File: config.mk
export PLATFORM = sky130hd
export DESIGN_NAME = lcd_post_bridge
export DESIGN_NICKNAME = d
export VERILOG_FILES = /design/src/rtl/lcd_post_pkg.sv /design/src/rtl/sync_fifo.sv /design/src/rtl/lcd_post_bridge.sv
export SDC_FILE = /design/constraint.sdc
export NUM_CORES = 1
export LEC_CHECK = 0
export BUFFER_PORTS_ARGS = -buffer_cell sky130_fd_sc_hd__buf_4
export CAP_MARGIN = 20
export CORE_ASPECT_RATIO = 1.1
export CORE_UTILIZATION = 55
export CTS_CLUSTER_DIAMETER = 120
export CTS_CLUSTER_SIZE = 24
export DETAILED_ROUTE_END_ITERATION = 12
export PLACE_DENSITY = 0.71
export SETUP_SLACK_MARGIN = 0.2
export SLEW_MARGIN = 5
export SYNTH_ARGS = -nofsm -noshare
export SYNTH_HDL_FRONTEND = slang
export SYNTH_SLANG_ARGS = --single-unit
File: constraint.sdc
create_clock -name refclk -period 2.23 [get_ports refclk]
set_input_delay 0.223 -clock refclk [delete_from_list [all_inputs] [get_ports refclk]]
set_output_delay 0.223 -clock refclk [all_outputs]
set_load 0.05 [all_outputs]
File: src/rtl/lcd_post_pkg.sv
// Shared definitions for the POST-code to character-LCD bridge:
// received byte field layout, long-running HD44780 command codes, sequencer states.
package lcd_post_pkg;
  localparam int BIT_CTRL = 0;
  localparam int SEL_LSB  = 1;
  localparam int RS_BIT   = 3;
  localparam int NIB_LSB  = 4;

  localparam logic [7:0] CMD_CLEAR    = 8'h01;
  localparam logic [7:0] CMD_HOME     = 8'h02;
  localparam logic [7:0] CMD_HOME_ALT = 8'h03;

  typedef enum logic [2:0] {S_IDLE, S_SETUP, S_PULSE, S_HOLD, S_WAIT} seq_state_t;

  // Commands that need the long lockout before the controller accepts more.
  function automatic logic is_long_code(input logic [7:0] c);
    return (c == CMD_CLEAR) || (c == CMD_HOME) || (c == CMD_HOME_ALT);
  endfunction
endpackage

File: src/rtl/sync_fifo.sv
// Show-ahead synchronous FIFO; full/empty/ready are registered from the next occupancy.
module sync_fifo #(
  parameter int WIDTH = 8,
  parameter int DEPTH = 8
) (
  input  logic             clk,
  input  logic             rst,
  input  logic             wr_en,
  input  logic [WIDTH-1:0] wr_data,
  input  logic             rd_en,
  output logic [WIDTH-1:0] rd_data,
  output logic             full,
  output logic             empty,
  output logic             ready
);
  localparam int AW = $clog2(DEPTH);
  localparam logic [AW:0] FULL_CNT = (AW+1)'(DEPTH);

  logic [WIDTH-1:0] mem [DEPTH];
  logic [AW-1:0]    wptr, rptr;
  logic [AW:0]      cnt, cnt_nxt;
  logic             do_wr, do_rd;

  assign do_wr   = wr_en && !full;
  assign do_rd   = rd_en && !empty;
  assign rd_data = mem[rptr];

  always_comb begin
    cnt_nxt = cnt;
    if (do_wr && !do_rd)      cnt_nxt = cnt + (AW+1)'(1);
    else if (do_rd && !do_wr) cnt_nxt = cnt - (AW+1)'(1);
  end

  always_ff @(posedge clk) begin
    if (do_wr) mem[wptr] <= wr_data;
  end

  // ready stays low through reset and rises on the first clock after it.
  always_ff @(posedge clk or posedge rst) begin
    if (rst) begin
      wptr  <= '0;
      rptr  <= '0;
      cnt   <= '0;
      full  <= 1'b0;
      empty <= 1'b1;
      ready <= 1'b0;
    end else begin
      if (do_wr) wptr <= wptr + AW'(1);
      if (do_rd) rptr <= rptr + AW'(1);
      cnt   <= cnt_nxt;
      full  <= (cnt_nxt == FULL_CNT);
      empty <= (cnt_nxt == '0);
      ready <= (cnt_nxt != FULL_CNT);
    end
  end
endmodule

File: src/rtl/lcd_post_bridge.sv
// Buffers received POST bytes and replays them as 4-bit HD44780 writes with
// setup/pulse/hold timing and a post-write lockout sized per command.
module lcd_post_bridge
  import lcd_post_pkg::*;
#(
  parameter int CLK_MHZ  = 12,
  parameter int DEPTH    = 8,
  parameter int NUM_E    = 2,
  parameter int T_SU     = 1,
  parameter int T_PW     = 6,
  parameter int T_H      = 1,
  parameter int SHORT_US = 50,
  parameter int LONG_US  = 2000
) (
  input  logic             refclk,
  input  logic             rst,
  input  logic [7:0]       rx_data,
  input  logic             rx_strobe,
  output logic             rx_ready,
  output logic             overflow,
  output logic [3:0]       lcd_dq,
  output logic             lcd_rs,
  output logic [NUM_E-1:0] lcd_e,
  output logic             busy
);
  localparam int SHORT_N = SHORT_US * CLK_MHZ;
  localparam int LONG_N  = LONG_US * CLK_MHZ;
  localparam int CW      = $clog2(LONG_N + 1);
  localparam logic [CW-1:0] SHORT_C = CW'(SHORT_N);
  localparam logic [CW-1:0] LONG_C  = CW'(LONG_N);
  localparam logic [CW-1:0] SU_C    = CW'(T_SU - 1);
  localparam logic [CW-1:0] PW_C    = CW'(T_PW - 1);
  localparam logic [CW-1:0] H_C     = CW'(T_H - 1);
  localparam logic [2:0]    NE      = 3'(NUM_E);

  logic [7:0]      fb;
  logic            fifo_full, fifo_empty, push, pop;
  seq_state_t      state;
  logic [CW-1:0]   cnt;
  logic [1:0]      sel_q;
  logic            long_q;
  logic [3:0]      phase;
  logic [3:0][3:0] hi_nib;
  logic [3:0]      nib;
  logic [1:0]      sel;
  logic            wr_ok, wr_long;

  assign push = rx_strobe && rx_ready && !fifo_full;
  assign pop  = (state == S_IDLE) && !fifo_empty;

  sync_fifo #(.WIDTH(8), .DEPTH(DEPTH)) u_fifo (
    .clk(refclk), .rst(rst), .wr_en(push), .wr_data(rx_data), .rd_en(pop),
    .rd_data(fb), .full(fifo_full), .empty(fifo_empty), .ready(rx_ready)
  );

  assign nib     = fb[NIB_LSB +: 4];
  assign sel     = fb[SEL_LSB +: 2];
  assign wr_ok   = !fb[BIT_CTRL] && ({1'b0, sel} < NE);
  // phase high means this write carries the high nibble of a byte.
  assign wr_long = !fb[RS_BIT] && !phase[sel] && is_long_code({hi_nib[sel], nib});

  always_ff @(posedge refclk or posedge rst) begin
    if (rst) overflow <= 1'b0;
    else if (rx_strobe && !rx_ready) overflow <= 1'b1;
  end

  always_ff @(posedge refclk or posedge rst) begin
    if (rst) begin
      state  <= S_IDLE;
      cnt    <= '0;
      sel_q  <= '0;
      long_q <= 1'b0;
      phase  <= '1;
      hi_nib <= '0;
      lcd_dq <= '0;
      lcd_rs <= 1'b0;
      lcd_e  <= '0;
      busy   <= 1'b0;
    end else begin
      case (state)
        S_IDLE: if (pop) begin
          if (wr_ok) begin
            lcd_dq       <= nib;
            lcd_rs       <= fb[RS_BIT];
            sel_q        <= sel;
            long_q       <= wr_long;
            phase[sel]   <= ~phase[sel];
            if (phase[sel]) hi_nib[sel] <= nib;
            cnt          <= SU_C;
            busy         <= 1'b1;
            state        <= S_SETUP;
          end else if (fb[BIT_CTRL] && nib == 4'h0) begin
            phase <= '1;
          end
        end
        S_SETUP: if (cnt == '0) begin
          lcd_e <= NUM_E'(1) << sel_q;
          cnt   <= PW_C;
          state <= S_PULSE;
        end else cnt <= cnt - CW'(1);
        S_PULSE: if (cnt == '0) begin
          lcd_e <= '0;
          cnt   <= H_C;
          state <= S_HOLD;
        end else cnt <= cnt - CW'(1);
        S_HOLD: if (cnt == '0) begin
          cnt   <= long_q ? LONG_C : SHORT_C;
          state <= S_WAIT;
        end else cnt <= cnt - CW'(1);
        // Counts the lockout down to zero; the zero cycle is the last busy cycle.
        S_WAIT: if (cnt == '0) begin
          busy  <= 1'b0;
          state <= S_IDLE;
        end else cnt <= cnt - CW'(1);
        default: state <= S_IDLE;
      endcase
    end
  end
endmodule

==> flow_summary.yaml <==
synth:
  synth_top_area_cell: "sky130_fd_sc_hd__edfxtp_1"
  synth_top_area_share_pct: 34.35
  post_synth_num_cell_types: 56
  synth_sequential_area_ratio_pct: 59.07
  synth_edf_count: 64
  netlist_top_cells_area: "sky130_fd_sc_hd__edfxtp_1 (34%), sky130_fd_sc_hd__dfrtp_1 (22%), sky130_fd_sc_hd__mux2_2 (5.4%)"
  synth_area_per_cell_um2: 12.38
  syn_area_um2: 5594
  yosys_register_bits: 119
  netlist_instances: 452
  mappedNetlistNets: 469
  async_flop_share_pct: 46.22
  primary_flip_flop_cell_chosen_by_synthesis_mapping: "sky130_fd_sc_hd__edfxtp_1"
  ys.warnings.count: 0
timing:
  grt_setup_unrepaired: "true"
  worst_slew_margin_rel_pct: 70.38
  worst_slew_pin_slew_ns: 0.4402
  postLayoutSetupSlackWorst_ns: -0.1176
  fmax_mhz: 426.0
  setup_violations: 11
  timing.final.hold_violations: 0
  clock-skew-final_ns: 0.008099
  tns_ns: -0.7064
  final.min_clock_period_ns: 2.348
  hold-worst-slack_ns: 0.3069
  period_share_pct: 105.3
  final_max_slew_viol_count: 0
floorplan:
  starting_density_pct: 56.57
  design.die.area_um2: 10580
  die_y_um: 107.8
  design.core.area_um2: 9889
  dieWidth_um: 98.16
  rows: 38
  boundaryPins: 21
place:
  placed_cells_incl_taps: 633
  place_congestion: 0.8931
  port_buffers: 20
  detailedPlace.worstSlack_ns: -0.1728
  hpwlAfterDp_mm: 8.404
  dpl-instance-area_um2: 6276
power:
  clockPowerShare_pct: 24.6
  p_leak_uw: 0.002951
  p_sw_share_pct: 37.40
  ir_drop_mv: 0.7024
  sequential_power_share_pct: 31.3
  powerDensity_nw_per_um2: 1504
  combPwrFrac_pct: 44.1
  p_switching_uw: 4120
  internal_power_uw: 6897
worst_setup_path:
  end_kind: "flop"
  timing.critical_path.from_type: "flop"
  timing_worst_setup_path_type: "flop to flop"
  worstPathMaxFanout: 5
  worst_ep_arrival_time_ns: 2.76
  crit_required_ns: 2.64
detailed_routing:
  via_count: 4092
  wl_per_cell_um: 19.11
  dr.first_iter.drc_count: 259
  firstDrtPassIters: 7
  drc_errors: 0
  ant_nets: 0
  drt-vias-per-instance: 5.948
  totalWireLength_mm: 13.15
final_layout:
  area.growth.synth_to_final_pct: 30.93
  drive_above_1_share_pct: 39.08
  final_cell_area_um2: 7325
  antenna_cells: 0
  stdcell_count: 688
  num-nets-final: 572
outcome:
  outcome: "complete, but fails checks"
  failing_checks: "setup timing"
cts:
  cts.path.max_buffers: 2
  h-tree-depth: 4
  cts-root-buf: "sky130_fd_sc_hd__clkbuf_8"
  worst_skew_pair.late_latency_ns: 0.53
  clock_sinks: 119
  clk_pin_slew_worst_paths_ns: 0.06
  tritoncts: "yes"
  cts-buffers-inserted: 17
flow_run:
  max_cap_violations: 0
grt:
  grt.overflow.total: 0
  initial_antenna_violation_count: 0
  grt_usage_pct: 26.04
  first_global_vias: 4132
  wire_length_of_the_first_global_routing_pass_mm: 20.55
  grt_start_max_net_pins: 56
min_path:
  hold_class: "primary input to async pin"
==> cell families (layout without fill, tap and decap cells) <==
| family | Yosys count | after routing | synth area share (%) |
|---|---|---|---|
| simple gates | 163 | 163 | 14.40 |
| xor+xnor | 13 | 13 | 2.035 |
| mux | 43 | 43 | 11.43 |
| compound gates | 78 | 78 | 9.215 |
| flops | 119 | 119 | 59.07 |
| fa+ha+maj | 6 | 6 | 1.342 |
| buf+inv | 30 | 146 | 2.505 |
==> layer usage <==
layer  part of all wire, %  global-route usage [%]  vias up
met3                   5.1                   6.948       33
met2                    52                   44.16      128
met1                    41                   31.18     2035
met5                     0                       0        -
met4                   2.2                   11.83        0
li1                      -                       -     1896
==> cells in the final DEF (no fill, tap or decap), types with 9 or more instances in the layout <==
| master | n |
|---|---|
| sky130_fd_sc_hd__a21oi_1 | 11 |
| sky130_fd_sc_hd__buf_4 | 81 |
| sky130_fd_sc_hd__buf_6 | 9 |
| sky130_fd_sc_hd__clkbuf_16 | 16 |
| sky130_fd_sc_hd__dfrtp_1 | 47 |
| sky130_fd_sc_hd__dlygate4sd3_1 | 10 |
| sky130_fd_sc_hd__edfxtp_1 | 64 |
| sky130_fd_sc_hd__mux2_2 | 25 |
| sky130_fd_sc_hd__mux4_2 | 12 |
| sky130_fd_sc_hd__nand2_1 | 38 |
| sky130_fd_sc_hd__nand2b_1 | 10 |
| sky130_fd_sc_hd__nor2_1 | 47 |
| sky130_fd_sc_hd__nor3_1 | 11 |
| sky130_fd_sc_hd__o21ai_0 | 12 |
| sky130_fd_sc_hd__xnor2_1 | 9 |
==> area by class of cell <==
class | instances | area, um2
repair buffers | 103 | 869.6
multi-input cells | 303 | 2365
fillers | 615 | 2565
well taps | 120 | 150.1
inverters | 11 | 41.29
clock buffers | 17 | 414.1
clock inverters | 15 | 176.4
flip-flops and latches | 119 | 3308
==> power by group through the flow <==
stage	clock (uW)	combinational [uW]	sequential (uW)
finish	2710	4860	3450
global route	2840	5250	3520
CTS	2730	4390	3420
detailed placement	0	4140	3440
global placement	0	4050	3420
floorplan	0	2610	3580
==> stage by stage <==
step | utilization [%] | power, uW
global placement | 63.46 | 7470
detailed placement | 63.46 | 7576
finish | 74.06 | 11020
global route | 74.06 | 11610
CTS | 71.77 | 10540
floorplan | - | 6194
==> synthesized netlist by cell type (3+ instances only) <==
library cell / n
sky130_fd_sc_hd__a21oi_1: 11
sky130_fd_sc_hd__nand2_1: 42
sky130_fd_sc_hd__nor2_1: 49
sky130_fd_sc_hd__nand2b_1: 10
sky130_fd_sc_hd__a22o_1: 4
sky130_fd_sc_hd__inv_1: 11
sky130_fd_sc_hd__mux2_2: 27
sky130_fd_sc_hd__and2_1: 4
sky130_fd_sc_hd__nor2b_1: 3
sky130_fd_sc_hd__mux4_2: 12
sky130_fd_sc_hd__nand3_1: 7
sky130_fd_sc_hd__or2_2: 4
sky130_fd_sc_hd__dfstp_2: 5
sky130_fd_sc_hd__xor2_1: 4
sky130_fd_sc_hd__dfrtp_1: 50
sky130_fd_sc_hd__o211ai_1: 4
sky130_fd_sc_hd__buf_2: 4
sky130_fd_sc_hd__xnor2_1: 9
sky130_fd_sc_hd__a31oi_1: 5
sky130_fd_sc_hd__o21ai_1: 5
sky130_fd_sc_hd__buf_6: 3
sky130_fd_sc_hd__nor4_1: 8
sky130_fd_sc_hd__or4_1: 3
sky130_fd_sc_hd__a21o_1: 3
sky130_fd_sc_hd__or3_1: 4
sky130_fd_sc_hd__o31ai_1: 4
sky130_fd_sc_hd__nand4_1: 3
sky130_fd_sc_hd__nor3_1: 15
sky130_fd_sc_hd__clkbuf_1: 12
sky130_fd_sc_hd__ha_1: 6
sky130_fd_sc_hd__edfxtp_1: 64
sky130_fd_sc_hd__o21ai_0: 21
==> state kept, by name, indices dropped and copies added, names as in the netlist, 2 cells and up <==
signal and count:
u_fifo.mem 64, cnt 15, hi_nib 8, lcd_dq 4, phase 4, u_fifo.cnt 4, state 3, u_fifo.rptr 3
u_fifo.wptr 3, lcd_e 2, sel_q 2
==> path summary, 6_finish.rpt <==
kind	startpoint	cells after the start	slack [ns]	endpoint
max	u_fifo.rptr[0]$_DFFE_PP0P_	9	-0.12	cnt[12]$_DFFE_PP0P_
min	rst	4	0.31	sel_q[0]$_DFFE_PP0P_
max reg2reg	u_fifo.rptr[0]$_DFFE_PP0P_	9	-0.12	cnt[12]$_DFFE_PP0P_
min reg2reg	overflow$_DFFE_PP0P_	1	0.45	overflow$_DFFE_PP0P_
max in group asynchronous	rst	4	1.61	u_fifo.empty$_DFF_PP1_
min in group refclk	overflow$_DFFE_PP0P_	1	0.45	overflow$_DFFE_PP0P_
==> critical path, cell delays in order, from the launching register on <==
cell                       delay [ns]
sky130_fd_sc_hd__dfrtp_2         0.41
sky130_fd_sc_hd__buf_4           0.14
sky130_fd_sc_hd__mux2_2          0.35
sky130_fd_sc_hd__o22ai_1         0.34
sky130_fd_sc_hd__o21ai_2         0.13
sky130_fd_sc_hd__buf_6           0.14
sky130_fd_sc_hd__a211oi_2        0.23
sky130_fd_sc_hd__buf_4           0.20
sky130_fd_sc_hd__o21ai_2         0.06
sky130_fd_sc_hd__a22o_1          0.22
==> timing repair <==
action | CTS | global route
hold buffers | 10 | 0
hold endpoints to repair | 115 | 0
pin swaps | 5 | 17
buffers inserted | 5 | 8
resized for setup | 19 | 41
setup endpoints to repair | 39 | 39
Note: power is estimated with default switching activity, not from simulation.
